==> config.mk <==
export PLATFORM = sky130hd
export DESIGN_NAME = core_s1_fetch
export DESIGN_NICKNAME = d
export VERILOG_FILES = /design/src/rtl/core_s1_fetch.sv
export SDC_FILE = /design/constraint.sdc
export NUM_CORES = 1
export LEC_CHECK = 0
export BUFFER_PORTS_ARGS = -buffer_cell sky130_fd_sc_hd__buf_2
export CORE_MARGIN = 5
export CORE_UTILIZATION = 55
export CTS_BUF_LIST = sky130_fd_sc_hd__clkbuf_16
export CTS_CLUSTER_SIZE = 28
export DETAILED_ROUTE_END_ITERATION = 8
export HOLD_SLACK_MARGIN = 0.08
export PLACE_DENSITY = 0.77
export SKIP_CTS_REPAIR_TIMING = 1
export SLEW_MARGIN = 20
export SYNTH_ARGS = -nofsm -noshare
export SYNTH_HDL_FRONTEND = slang
export SYNTH_SLANG_ARGS = --single-unit
==> constraint.sdc <==
create_clock -name clk -period 10.5 [get_ports clk]
set_input_delay 0.525 -clock clk [delete_from_list [all_inputs] [get_ports clk]]
set_output_delay 0.525 -clock clk [all_outputs]
set_load 0.01 [all_outputs]
==> src/rtl/core_s1_fetch.sv <==
// core_s1_fetch -- stage-1 instruction fetch.
// Issues sequential fetch requests to the MMU with at most one outstanding.
// A request may overlap the response of the previous one. Responses go into
// an in-order fetch queue that feeds stage 2.
//
// Ports
//   clk, rst                  clock, synchronous active-high reset
//   redirect_valid/addr       branch/trap redirect; flushes the queue and reloads the PC
//   halt_req                  level; blocks new requests while high
//   fetch_req_valid/ready/addr  MMU request handshake
//   fetch_rsp_valid/instr/fault MMU response; in order, cannot be stalled
//   s2_valid/ready/pc/instr/fault  handoff of the queue head to stage 2
//   halted                    halt_req high and nothing outstanding
//   fq_count                  fetch-queue occupancy
module core_s1_fetch #(
    parameter logic [31:0] RESET_PC = 32'h0000_0000,
    parameter int          FQ_DEPTH = 4            // power of two, >= 2
) (
    input  logic                          clk,
    input  logic                          rst,
    input  logic                          redirect_valid,
    input  logic [31:0]                   redirect_addr,
    input  logic                          halt_req,
    output logic                          fetch_req_valid,
    input  logic                          fetch_req_ready,
    output logic [31:0]                   fetch_req_addr,
    input  logic                          fetch_rsp_valid,
    input  logic [31:0]                   fetch_rsp_instr,
    input  logic                          fetch_rsp_fault,
    output logic                          s2_valid,
    input  logic                          s2_ready,
    output logic [31:0]                   s2_pc,
    output logic [31:0]                   s2_instr,
    output logic                          s2_fault,
    output logic                          halted,
    output logic [$clog2(FQ_DEPTH+1)-1:0] fq_count
);
    localparam int CW = $clog2(FQ_DEPTH + 1);
    localparam int PW = $clog2(FQ_DEPTH);
    localparam logic [CW:0]   DEPTH_L = (CW+1)'(FQ_DEPTH);
    localparam logic [PW-1:0] PTR_ONE = PW'(1);
    localparam logic [CW-1:0] CNT_ONE = CW'(1);

    typedef enum logic [1:0] {FETCH, WAIT, DISCARD, FAULTED} state_t;

    typedef struct packed {
        logic [31:0] pc;
        logic [31:0] instr;
        logic        fault;
    } fq_entry_t;

    state_t      state, state_nxt;
    logic [31:0] fetch_pc;
    logic [31:0] req_pc;       // address of the request currently outstanding
    fq_entry_t   fq_mem [FQ_DEPTH];
    logic [PW-1:0] wr_ptr, rd_ptr;
    logic [CW:0] occ;

    logic rsp_in_wait, issue_slot, req_fire, push, pop;
    logic unused_addr_lsbs;

    assign unused_addr_lsbs = ^redirect_addr[1:0];

    assign rsp_in_wait = (state == WAIT) && fetch_rsp_valid;

    // A faulting response stops issue in the same cycle, so no request is
    // left in flight behind a fault.
    assign issue_slot = (state == FETCH) || (rsp_in_wait && !fetch_rsp_fault);

    // The in-flight request counts against queue space so its response
    // always has a slot to land in.
    assign occ = {1'b0, fq_count} + {{CW{1'b0}}, (state == WAIT)};

    assign fetch_req_valid = !rst && issue_slot && !halt_req && !redirect_valid
                             && (occ < DEPTH_L);
    assign fetch_req_addr  = fetch_pc;
    assign req_fire        = fetch_req_valid && fetch_req_ready;

    assign push     = !rst && !redirect_valid && rsp_in_wait;
    assign s2_valid = !rst && (fq_count != '0) && !redirect_valid;
    assign pop      = s2_valid && s2_ready;

    assign halted = !rst && halt_req && (state != WAIT) && (state != DISCARD);

    assign s2_pc    = fq_mem[rd_ptr].pc;
    assign s2_instr = fq_mem[rd_ptr].instr;
    assign s2_fault = fq_mem[rd_ptr].fault;

    always_comb begin
        state_nxt = state;
        if (redirect_valid) begin
            // A request still in flight must have its response dropped.
            if ((state == WAIT || state == DISCARD) && !fetch_rsp_valid)
                state_nxt = DISCARD;
            else
                state_nxt = FETCH;
        end else begin
            case (state)
                FETCH:   if (req_fire) state_nxt = WAIT;
                WAIT:    if (fetch_rsp_valid) begin
                             if (fetch_rsp_fault)  state_nxt = FAULTED;
                             else if (req_fire)    state_nxt = WAIT;
                             else                  state_nxt = FETCH;
                         end
                DISCARD: if (fetch_rsp_valid) state_nxt = FETCH;
                FAULTED: state_nxt = FAULTED;
                default: state_nxt = FETCH;
            endcase
        end
    end

    always_ff @(posedge clk) begin
        if (rst) begin
            state    <= FETCH;
            fetch_pc <= RESET_PC;
            req_pc   <= '0;
            wr_ptr   <= '0;
            rd_ptr   <= '0;
            fq_count <= '0;
        end else begin
            state <= state_nxt;
            if (redirect_valid)
                fetch_pc <= {redirect_addr[31:2], 2'b00};
            else if (req_fire)
                fetch_pc <= fetch_pc + 32'd4;
            if (req_fire)
                req_pc <= fetch_pc;
            if (redirect_valid) begin
                wr_ptr   <= '0;
                rd_ptr   <= '0;
                fq_count <= '0;
            end else begin
                if (push) wr_ptr <= wr_ptr + PTR_ONE;
                if (pop)  rd_ptr <= rd_ptr + PTR_ONE;
                if (push && !pop)
                    fq_count <= fq_count + CNT_ONE;
                else if (!push && pop)
                    fq_count <= fq_count - CNT_ONE;
            end
        end
    end

    // Storage is cleared on reset so stage 2 sees zeros before the first push.
    always_ff @(posedge clk) begin
        if (rst) begin
            for (int i = 0; i < FQ_DEPTH; i++)
                fq_mem[i] <= '0;
        end else if (push) begin
            fq_mem[wr_ptr] <= '{pc: req_pc, instr: fetch_rsp_instr, fault: fetch_rsp_fault};
        end
    end

endmodule

==> results of run 1 <==
==> metrics by stage <==
| stage | util [%] | instances | cell area (um2) |
|---|---|---|---|
| after floorplan | - | 1032 | 14100 |
| after global placement | 60.3 | 1470 | 15200 |
| after detailed placement | 60.3 | 1470 | 15200 |
| after CTS | 64.4 | 1530 | 16300 |
| after global routing | 64.4 | 1530 | 16300 |
| final | 64.4 | 1530 | 16300 |
==> cell usage in the layout, fill, tap and decap left out, drive strengths merged, types with 2 or more instances in the layout <==
master  instances
a211oi         11
a21oi          50
a22oi           4
a311oi          3
a31oi           8
and2          255
and3            3
and4            3
buf           178
clkbuf         37
clkinv         11
conb            4
dfxtp          71
edfxtp        252
ha              6
inv            25
mux4           63
nand2          78
nand3          11
nand4           8
nor2           26
nor3           11
nor4            9
nor4b           2
o211ai          6
o21ai          11
o311ai          2
or2             5
or3             5
or4             7
xnor2          12
xor2            8
==> layout make-up <==
cell class	instances	area share, %
multi-input combinational	625	29.8
sequential	323	55.3
clock inverter	23	0.761
tap	330	2.54
clock buffer	37	5.69
timing repair buffer	178	5.63
inverter	14	0.323
==> per-layer routing <==
metal / wire [um] / share of wire, %
met3: 2130 / 7.1
met4: 457 / 1.5
met5: 0 / 0
met1: 12700 / 42
met2: 14700 / 49
==> registers in the layout, summed over array words and instances, names as in the netlist, named ones only <==
register	flops
req_pc	30
fq_mem	252
state	2
fetch_req_addr	30
fq_count	3
rd_ptr	2
wr_ptr	2
==> tightest hold or removal path: cells and delay by family <==
kind,cells,cell delay (ns)
buffers and inverters,1,0.10
AOI/OAI and AO/OA,1,0.05
and+or+nand+nor,1,0.05
==> cell families after synthesis <==
group / synth area share [%]
compound gates: 4.61
xor+xnor: 1.24
fa+ha+maj: 0.674
buf+inv: 2.42
flops: 63.7
mux: 10.1
other cells: 0.0266
simple gates: 17.2
==> where the power goes <==
part	switching, mW	internal (mW)
Clock	0.466	0.657
Combinational	0.0829	0.0515
Sequential	0.0248	1.42
Total	0.574	2.13
==> worst max-delay path by stage <==
stage	end	startpoint	slack, ns	depth (start not counted)
2_1_floorplan	fq_mem[1][0]$_SDFFCE_PN0P_	redirect_valid	4.17	5
3_3_place_gp	fq_mem[3][29]$_DFFE_PP_	rst	6.52	8
3_5_place_dp	fq_mem[3][30]$_DFFE_PP_	rst	6.49	8
4_1_cts	fq_mem[3][24]$_DFFE_PP_	state[1]$_SDFFE_PP0P_	7.03	8
5_1_grt	fq_mem[3][28]$_DFFE_PP_	state[1]$_SDFFE_PP0P_	6.84	8
6_report	fq_mem[3][5]$_DFFE_PP_	state[1]$_SDFFE_PP0P_	7.04	8
==> metrics.md, run 1 <==
| Metric | Value |
|---|---|
| Post-synth EDFFs | 252 |
| Register area | 9000 um2 |
| Final Max Slew Viols | 0 |
| First-pass GRT wire length | 47400 um |
| Multi-input logic area | 4850 um2 |
| Hold Path Sink | fetch_req_addr[12]$_SDFFE_PP0P_ |
| Post-Syn Area per Cell | 13.7 um2 |
| Met1 GRT Util | 28.8% |
| #FFs+latches synth | 323 |
| WS Path Type | reg2reg |
| Peak Freq | 289 MHz |
| Worst setup EP type | register |
| Pre-CTS setup slack | 6.49 ns |
| Setup TNS | 0 ns |
| Post-layout nets | 1256 |
| Final WL | 30000 um |
| Ant diodes | 0 |
| PortBufs | 168 |
| Iter 0 DRT Violations | 678 |
| FF-to-FF End | fq_mem[3][5]$_DFFE_PP_ |
| Drt pass-1 iters | 5 |
| Core Box Area | 25300 um2 |
| Gr ovfl total | 0 |
| Synthesis Warnings | 0 |
| Syn Inst Count | 1029 |
| Crit-path max cell delay | 0.76 ns |
| TritonCTS Buffers | 35 |
| Fill count | 1863 |
| Hold Crit Class | in2reg |
| Clock Root Buffer | clkbuf_16 |
| Number of global-route vias before repair | 8860 |
| Die Wd | 170 um |
| CP arrival | 3.58 ns |
| Post-Syn Area | 14100 um2 |
| Final Hold Fails | 0 |
| Crit-path max FO | 66 |
| GRT busiest layer | met2 |
| Largest net degree at the start of global routing | 67 |
| GPL Wtd Cong | 0.858 |
| Drt wl/cell | 19.6 um |
| CP required | 10.62 ns |
| Worst path slowest cell | buf_4 |
| Initial antenna violation count | 0 |
| TritonCTS clock tree | built |
| Die footprint | 28900 um2 |
| CTS Buffer Depth | 3 |
| Worst slew pin tran | 1.03 ns |
| Height of the die | 170 um |
| Share of the yosys chip area belonging to registers | 63.7% |
| Top-count cell post-synth | and2_1 |
| Min-delay src | redirect_addr[12] |
| Worst R2R Start | state[1]$_SDFFE_PP0P_ |
| Predominant post-synthesis flop cell | edfxtp_1 |
| H-tree level count | 2 |
| I/O Pins | 175 |
| Fin Clk Skew | 0.0123 ns |
| Met2 usage | 34.6% |
| Met3 usage | 3.93% |
| Crit share post-route | 33.0% |
| Max-cap violations | 0 |
| Post-synth top area share | 53.7% |
| Post-DP HPWL | 17300 um |
| Post-route DRC violation count | 0 |
| Post-synth cell types | 53 |
| Status | finished, final reports clean |
| Maximum vdd ir drop | 101 uV |
| Startpoint Class | register |
| Ys async rst share | 0% |
| Synth area leaders | edfxtp_1, and2_1, dfxtp_1 |
| Synth cell count leaders | and2_1, edfxtp_1, nand2_1 |
| CP bufs+invs | 3 |
| Final worst setup slack | 7.04 ns |
| Layout cell share with drive strength beyond 1 | 25.2% |
| Worst-path clk slew | 0.06 ns |
| Worst rel slew slack | 31.5% |
| Pwr dens | 166 nW/um2 |
| # rows | 58 |
| R2r setup slk | 7.04 ns |
| Dominant cell type by area after synthesis | edfxtp_1 |
| Minimum clock period | 3.46 ns |
| FF-to-FF path depth | 8 |
| Static Leak | 6.08 nW |
| Vias | 8604 |
| Final hold slack | 0.281 ns |
| Final total power | 2.70 mW |
| Count of final setup violators | 0 |
| Post-route ant nets | 0 |
| RSZ-0062 raised after global routing | no |
| Clock sink count | 323 |
| Vias per Instance | 5.62 |
| Layout area overhead | 15.4% |
| Hold Crit Depth | 3 |
| Crit path cell chain | inv_1, ha_1, nand2_1, nor2_4, buf_4, nand2_1, o21ai_4, buf_4 |
| Total Routing Usage GR | 20.8% |
| Clock Latency Late Sink | 0.50 ns |
| CP delay by family, top | buffers and inverters |
| Starting Density | 55.9% |
Power figures use the tool's default switching activity.
==> inputs of run 2 (changes only) <==
ABC_AREA = 1   (was default)
clock period = 3.3 ns   (was 10.5 ns; I/O delays follow)
==> run 2 against run 1 <==
Effect of this change:
- clock-buffer cell count down 3
- sequential share of layout area decreased by 3.1 points
- clock power grew to 3.3 times the previous value
- critical endpoint is now s2_pc[27]
- largest cell class unchanged
- largest power group unchanged
==> metrics.md, run 2 <==
| Metric | Value |
|---|---|
| Minimum clock period | 2.75 ns |
| Post-route DRC violation count | 0 (unchanged) |
| Post-layout nets | 1840 (+46%) |
| Dominant cell type by area after synthesis | edfxtp_1 |
| GRT busiest layer | met2 |
| GPL Wtd Cong | 0.906 (+5.6%) |
| Met2 usage | 39.4% (+4.8 points) |
| Leading cell type in the layout, fill and taps excluded | nor2_1 |
| I/O Pins | 175 (unchanged) |
| Internal power | 6.90 mW (+220%) |
| PortBufs | 168 (unchanged) |
| CP required | 3.13 ns (-7.49 ns) |
| Final WL | 35400 um (+18%) |
| Die footprint | 29700 um2 (+2.5%) |
| Initial antenna violation count | 0 (unchanged) |
| Top-count cell post-synth | nor2_1 |
| CP bufs+invs | 2 (-1) |
| Core Box Area | 26000 um2 (+2.9%) |
| Post-DP HPWL | 20400 um (+18%) |
| Synth area leaders | edfxtp_1, nor2_1, dfxtp_1 |
| Most frequent cells in the layout | nor2_1, edfxtp_1, nand2_1, buf_2, o21ai_0 |
| Worst-path clk slew | 0.06 ns (about the same) |
| H-tree level count | 2 (unchanged) |
| Post-Syn Area | 14500 um2 (+2.6%) |
| NetSw | 2.02 mW (+250%) |
| CP delay by family, top | buffers and inverters |
| Peak Freq | 364 MHz |
| CTS Buffer Depth | 3 (unchanged) |
| Worst rel slew slack | 37.3% (+5.7 points) |
| Fin Clk Skew | 0.0200 ns (+0.00772 ns) |
| Hold Crit Class | in2reg |
| Layout cell share with drive strength beyond 1 | 14.6% (-11 points) |
| Maximum vdd ir drop | 380 uV (+280%) |
| Drt wl/cell | 16.7 um (-15%) |
| Fill count | 2024 (+8.6%) |
| Post-synth top area share | 52.3% (-1.4 points) |
| CP arrival | 2.58 ns (-1.00 ns) |
| Pwr dens | 518 nW/um2 (+210%) |
| Multi-input logic area | 4630 um2 (-4.5%) |
| Sequential share of power | 51.8% (-1.7 points) |
| Count of final setup violators | 0 (unchanged) |
| Synth cell count leaders | nor2_1, edfxtp_1, nand2_1 |
| Max reg flops | 252 (unchanged) |
| Register area | 8990 um2 (about the same) |
| Setup TNS | 0 ns (unchanged) |
| Largest net degree at the start of global routing | 81 (+21%) |
| Worst setup EP type | primary output |
| Crit-path max cell delay | 0.76 ns (about the same) |
| Ys async rst share | 0% (unchanged) |
| Largest reg by FF count | fq_mem |
| Clock sink count | 323 (unchanged) |
| Starting Density | 55.7% (-0.14 points) |
| Worst path slowest cell | dfxtp_4 |
| Static Leak | 6.93 nW (+14%) |
| Clock Root Buffer | clkbuf_16 |
| Die Wd | 172 um (+1.2%) |
| Post-synth cell types | 37 (-30%) |
| Post-route ant nets | 0 (unchanged) |
| Synthesis Warnings | 0 (unchanged) |
| Crit share post-route | 83.2% |
| Startpoint Class | register |
| Predominant post-synthesis flop cell | edfxtp_1 |
| Switch share | 22.6% (+1.4 points) |
| Layout area overhead | 19.1% |
| Gr ovfl total | 0 (unchanged) |
| Syn Inst Count | 1570 (+53%) |
| Status | finished, final reports clean |
| Ant diodes | 0 (unchanged) |
| Drt pass-1 iters | 6 (+1) |
| Met3 usage | 3.64% (-0.29 points) |
| Number of global-route vias before repair | 11100 (+25%) |
| Post-synth EDFFs | 252 (unchanged) |
| First-pass GRT wire length | 55300 um (+17%) |
| Combinational Power Share | 7.3% (+2.3 points) |
| Total Routing Usage GR | 23.3% (+2.5 points) |
| Worst slew pin tran | 0.941 ns (-0.0860 ns) |
| Max-cap violations | 0 (unchanged) |
| Final core occ | 66.3% (+1.9 points) |
| Clock network power share | 40.9% (-0.7 points) |
| Vias per Instance | 5.46 (-2.8%) |
| #FFs+latches synth | 323 (unchanged) |
| Final Max Slew Viols | 0 (unchanged) |
| TritonCTS Buffers | 34 (-2.9%) |
| # rows | 59 (+1.7%) |
| TritonCTS clock tree | built |
| Iter 0 DRT Violations | 1097 (+62%) |
| Clock Latency Late Sink | 0.51 ns (about the same) |
| Crit-path max FO | 66 (unchanged) |
| Crit path cell chain | buf_4, o21ai_0, o22ai_1, buf_2 |
| RSZ-0062 raised after global routing | no |
| Final total power | 8.92 mW (+230%) |
| Met1 GRT Util | 31.6% (+2.8 points) |
| WS Path Type | reg2out |
| Post-Syn Area per Cell | 9.22 um2 (-33%) |
| Vias | 11600 (+35%) |
| Final Hold Fails | 0 (unchanged) |
| Height of the die | 172 um (+1.2%) |
| Share of the yosys chip area belonging to registers | 62.1% (-1.6 points) |
-- run 2: cell count changes after synthesis, sizes merged, moves of 9 or more --
cell	change
nand3	+38
and2	-255
mux4	-63
buf	+26
xnor2	-10
nand2	+125
inv	+112
nor4	-9
a211oi	-10
o21ai	+163
nor3	-11
a21oi	+15
o22ai	+62
nor2	+421
-- run 2: area by class of cell --
type | instances | area share (%)
flip-flops and latches | 323 | 52.2
multi-input cells | 1028 | 26.9
repair buffers | 247 | 9.57
clock buffers | 34 | 4.94
inverters | 127 | 2.79
well taps | 335 | 2.43
clock inverters | 26 | 1.26
-- run 2: cells by family after synthesis --
| group | Yosys count | share of synthesized area, % |
|---|---|---|
| buffers and inverters | 222 | 6.27 |
| DFF | 323 | 62.1 |
| and+or+nand+nor | 702 | 19.2 |
| other | 1 | 0.0259 |
| AOI/OAI and AO/OA | 308 | 11.3 |
| xor gates and xnor gates | 7 | 0.424 |
| adders and majority gates | 7 | 0.657 |
-- run 2: final timing paths --
path                                             start                              end  slack (ns)  cells after the start
worst max-delay path                          register                        s2_pc[27]        0.55                      4
worst min-delay path                 redirect_addr[24]  fetch_req_addr[24]$_SDFFE_PP0P_        0.01                      5
worst max register to register   state[1]$_SDFFE_PP0P_      fq_mem[2][26]$_SDFFCE_PN0P_        0.91                      9
worst min register to register  rd_ptr[1]$_SDFFE_PP0P_                         register        0.47                      2
-- run 2: per-layer routing --
| metal | wire length, um | vias up |
|---|---|---|
| met5 | 0 | - |
| met4 | 796 | 0 |
| met3 | 2850 | 62 |
| met2 | 17300 | 493 |
| met1 | 14400 | 5411 |
| li1 | - | 5618 |
-- run 2: per-stage QoR --
step	worst slack (ns)	instances	cell area (um2)	hold WS, ns
finish	0.554	2120	17200	0.0125
global route	0.331	2120	17200	0.0807
CTS	0.462	2059	16600	-0.0872
detailed placement	0.898	1999	15600	0.441
global placement	0.968	1999	15600	0.440
floorplan	0.212	1573	14500	0.330
-- run 2: power by group through the flow --
stage	registers [mW]	clock network [mW]	logic, mW
floorplan	4.70	0	0.361
global placement	4.70	0	0.575
detailed placement	4.71	0	0.591
CTS	4.62	3.70	0.595
global route	4.64	3.85	0.722
finish	4.63	3.65	0.648
-- run 2: worst register-to-register path, delay by kind of cell (launching register included) --
kind | cells | cell delay [ns]
fa+ha+maj | 1 | 0.18
buf+inv | 3 | 0.85
flops | 1 | 0.33
simple gates | 5 | 0.59
==> inputs of run 3 (changes only) <==
clock period = 2.6 ns   (was 3.3 ns; I/O delays follow)
==> run 3 against run 2 <==
Effect of this change:
- power grew 27%
- flip-flop and latch count is the same
- via count grew 0.98%
- critical path depth grew 1
- first-iteration DRC count shrank 1.8%
- worst hold slack gained 0.064 ns
- critical path type unchanged
- final cell count grew 0.71%
- non-clock buffer count grew 19
==> metrics.md, run 3 (same netlist as run 2, synthesis figures left out) <==
| Metric | Value |
|---|---|
| Status | finished, final reports clean |
| CTS Buffer Depth | 3 (unchanged) |
| Maximum vdd ir drop | 573 uV (+51%) |
| Most frequent cells in the layout | nor2_1, edfxtp_1, nand2_1, buf_2, o21ai_0 |
| Leading cell type in the layout, fill and taps excluded | nor2_1 |
| Fin Clk Skew | 0.00917 ns (-0.0108 ns) |
| Startpoint Class | register |
| Placement Cell Area | 15800 um2 (+1.6%) |
| Worst R2R Start | state[1]$_SDFFE_PP0P_ |
| Placed cell count | 2013 (+0.70%) |
| Pwr dens | 647 nW/um2 (+25%) |
| Hold Crit Class | in2reg |
| CP required | 2.47 ns (-0.66 ns) |
| Static Leak | 7.05 nW (+1.8%) |
| RSZ-0062 raised after global routing | no |
| Hold Crit Depth | 4 (-1) |
| Non-Filler Instances | 2135 (+0.71%) |
| R2r setup slk | 0.49 ns (-0.42 ns) |
| Worst slew pin tran | 0.824 ns (-0.117 ns) |
| I/O Pins | 175 (unchanged) |
| Count of final setup violators | 0 (unchanged) |
| # rows | 59 (unchanged) |
| Final Cell Area | 17500 um2 (+1.5%) |
| Drt pass-1 iters | 5 (-1) |
| Die Wd | 172 um (unchanged) |
| Min-delay src | rst |
| Crit-path max FO | 86 (+30%) |
| Die footprint | 29700 um2 (unchanged) |
| FF-to-FF path depth | 7 (-2) |
| Layout cell share with drive strength beyond 1 | 14.8% (+0.27 points) |
| WS Path Type | reg2out |
| Largest reg by FF count | fq_mem |
| Iter 0 DRT Violations | 1077 (-1.8%) |
| Hold Path Sink | wr_ptr[1]$_SDFFE_PP0P_ |
| Minimum clock period | 2.31 ns |
| Setup TNS | 0 ns (unchanged) |
| Clock Latency Late Sink | 0.55 ns (+0.04 ns) |
| Post-route ant nets | 0 (unchanged) |
| Clock Root Buffer | clkbuf_16 |
| Vias per Instance | 5.48 (+0.27%) |
| Final WL | 36200 um (+2.1%) |
| Worst-path clk slew | 0.06 ns (about the same) |
| Final Hold Fails | 0 (unchanged) |
| Crit share post-route | 88.9% |
| Ant diodes | 0 (unchanged) |
| GPL Wtd Cong | 0.920 (+1.5%) |
| Worst setup EP type | primary output |
| PortBufs | 168 (unchanged) |
| Vias | 11700 (+0.98%) |
| Largest net degree at the start of global routing | 127 (+57%) |
| FF-to-FF End | fq_mem[3][38]$_DFFE_PP_ |
| H-tree level count | 1 (-1) |
| Worst rel slew slack | 45.1% (+7.8 points) |
| Post-route DRC violation count | 0 (unchanged) |
| Drt wl/cell | 16.9 um (+1.3%) |
| Post-DP HPWL | 21400 um (+4.8%) |
| Max reg flops | 252 (unchanged) |
| Final Max Slew Viols | 0 (unchanged) |
| Peak Freq | 433 MHz |
| Number of global-route vias before repair | 10900 (-1.2%) |
| Core Box Area | 26000 um2 (unchanged) |
| Post-layout nets | 1856 (+0.87%) |
| Clock sink count | 323 (unchanged) |
| Initial antenna violation count | 0 (unchanged) |
| Max-cap violations | 0 (unchanged) |
| CP arrival | 2.18 ns (-0.40 ns) |
| Height of the die | 172 um (unchanged) |
| Layout area overhead | 20.9% |
| Starting Density | 55.7% (unchanged) |
| TritonCTS Buffers | 31 (-8.8%) |
| First-pass GRT wire length | 55500 um (+0.32%) |
| TritonCTS clock tree | built |
| Total Routing Usage GR | 23.3% (-0.036 points) |
| Gr ovfl total | 0 (unchanged) |
[run 3: cell types whose count changed in the layout (fill, tap and decap cells not counted), sizes merged]
cell         previous run  this run
buf                   186       200
bufinv                  3         6
clkbuf                 34        31
clkinvlp                2         1
dlygate4sd3            61        66
inv                   132       129
[run 3: report_power, final]
group	switching (mW)	internal (mW)
combinational	0.533	0.331
sequential	0.107	5.76
clock	1.85	2.75
[run 3: final cells by class]
type,count,area [um2]
clock buffers,31,776
well taps,335,419
repair buffers,266,1940
multi-input cells,1028,4630
inverters,127,480
flip-flops and latches,323,8990
fillers,1950,8480
clock inverters,25,265
[run 3: layer usage]
| metal | routed length [um] | track usage, % | vias up |
|---|---|---|---|
| li1 | - | - | 5647 |
| met1 | 14400 | 31.8 | 5434 |
| met2 | 17700 | 39.6 | 564 |
| met3 | 3220 | 3.27 | 52 |
| met4 | 853 | 6.02 | 0 |
| met5 | 0 | 0 | - |
[run 3: worst max-delay path: stages (launching register included)]
cell and delay (ns):
dfxtp_4 0.36, clkinv_2 0.25, buf_12 0.36, o21ai_0 0.13, o22ai_1 0.29, buf_2 0.20
[run 3: through the flow]
stage / util (%) / hold WS, ns / total power [mW] / worst slack (ns)
floorplan: - / 0.295 / 6.42 / 0.126
global placement: 60.8 / 0.407 / 6.73 / 0.540
CTS: 64.8 / -0.157 / 11.3 / 0.306
global route: 67.4 / 0.0891 / 11.7 / 0.248
detailed placement: 60.8 / 0.403 / 6.76 / 0.504
finish: 67.4 / 0.0769 / 11.3 / 0.289
[run 3: worst max-delay path by stage]
stage                          start                    endpoint  slack [ns]  cells after the start
3_5_place_dp   state[1]$_SDFFE_PP0P_     fq_mem[3][25]$_DFFE_PP_        0.50                      7
2_1_floorplan  state[1]$_SDFFE_PP0P_  fq_mem[0][0]$_SDFFCE_PN0P_        0.13                      9
3_3_place_gp   state[1]$_SDFFE_PP0P_     fq_mem[3][28]$_DFFE_PP_        0.54                      7
6_report                    register                   s2_pc[12]        0.29                      5
4_1_cts                     register                   s2_pc[12]        0.31                      5
5_1_grt                     register                 s2_instr[0]        0.25                      5
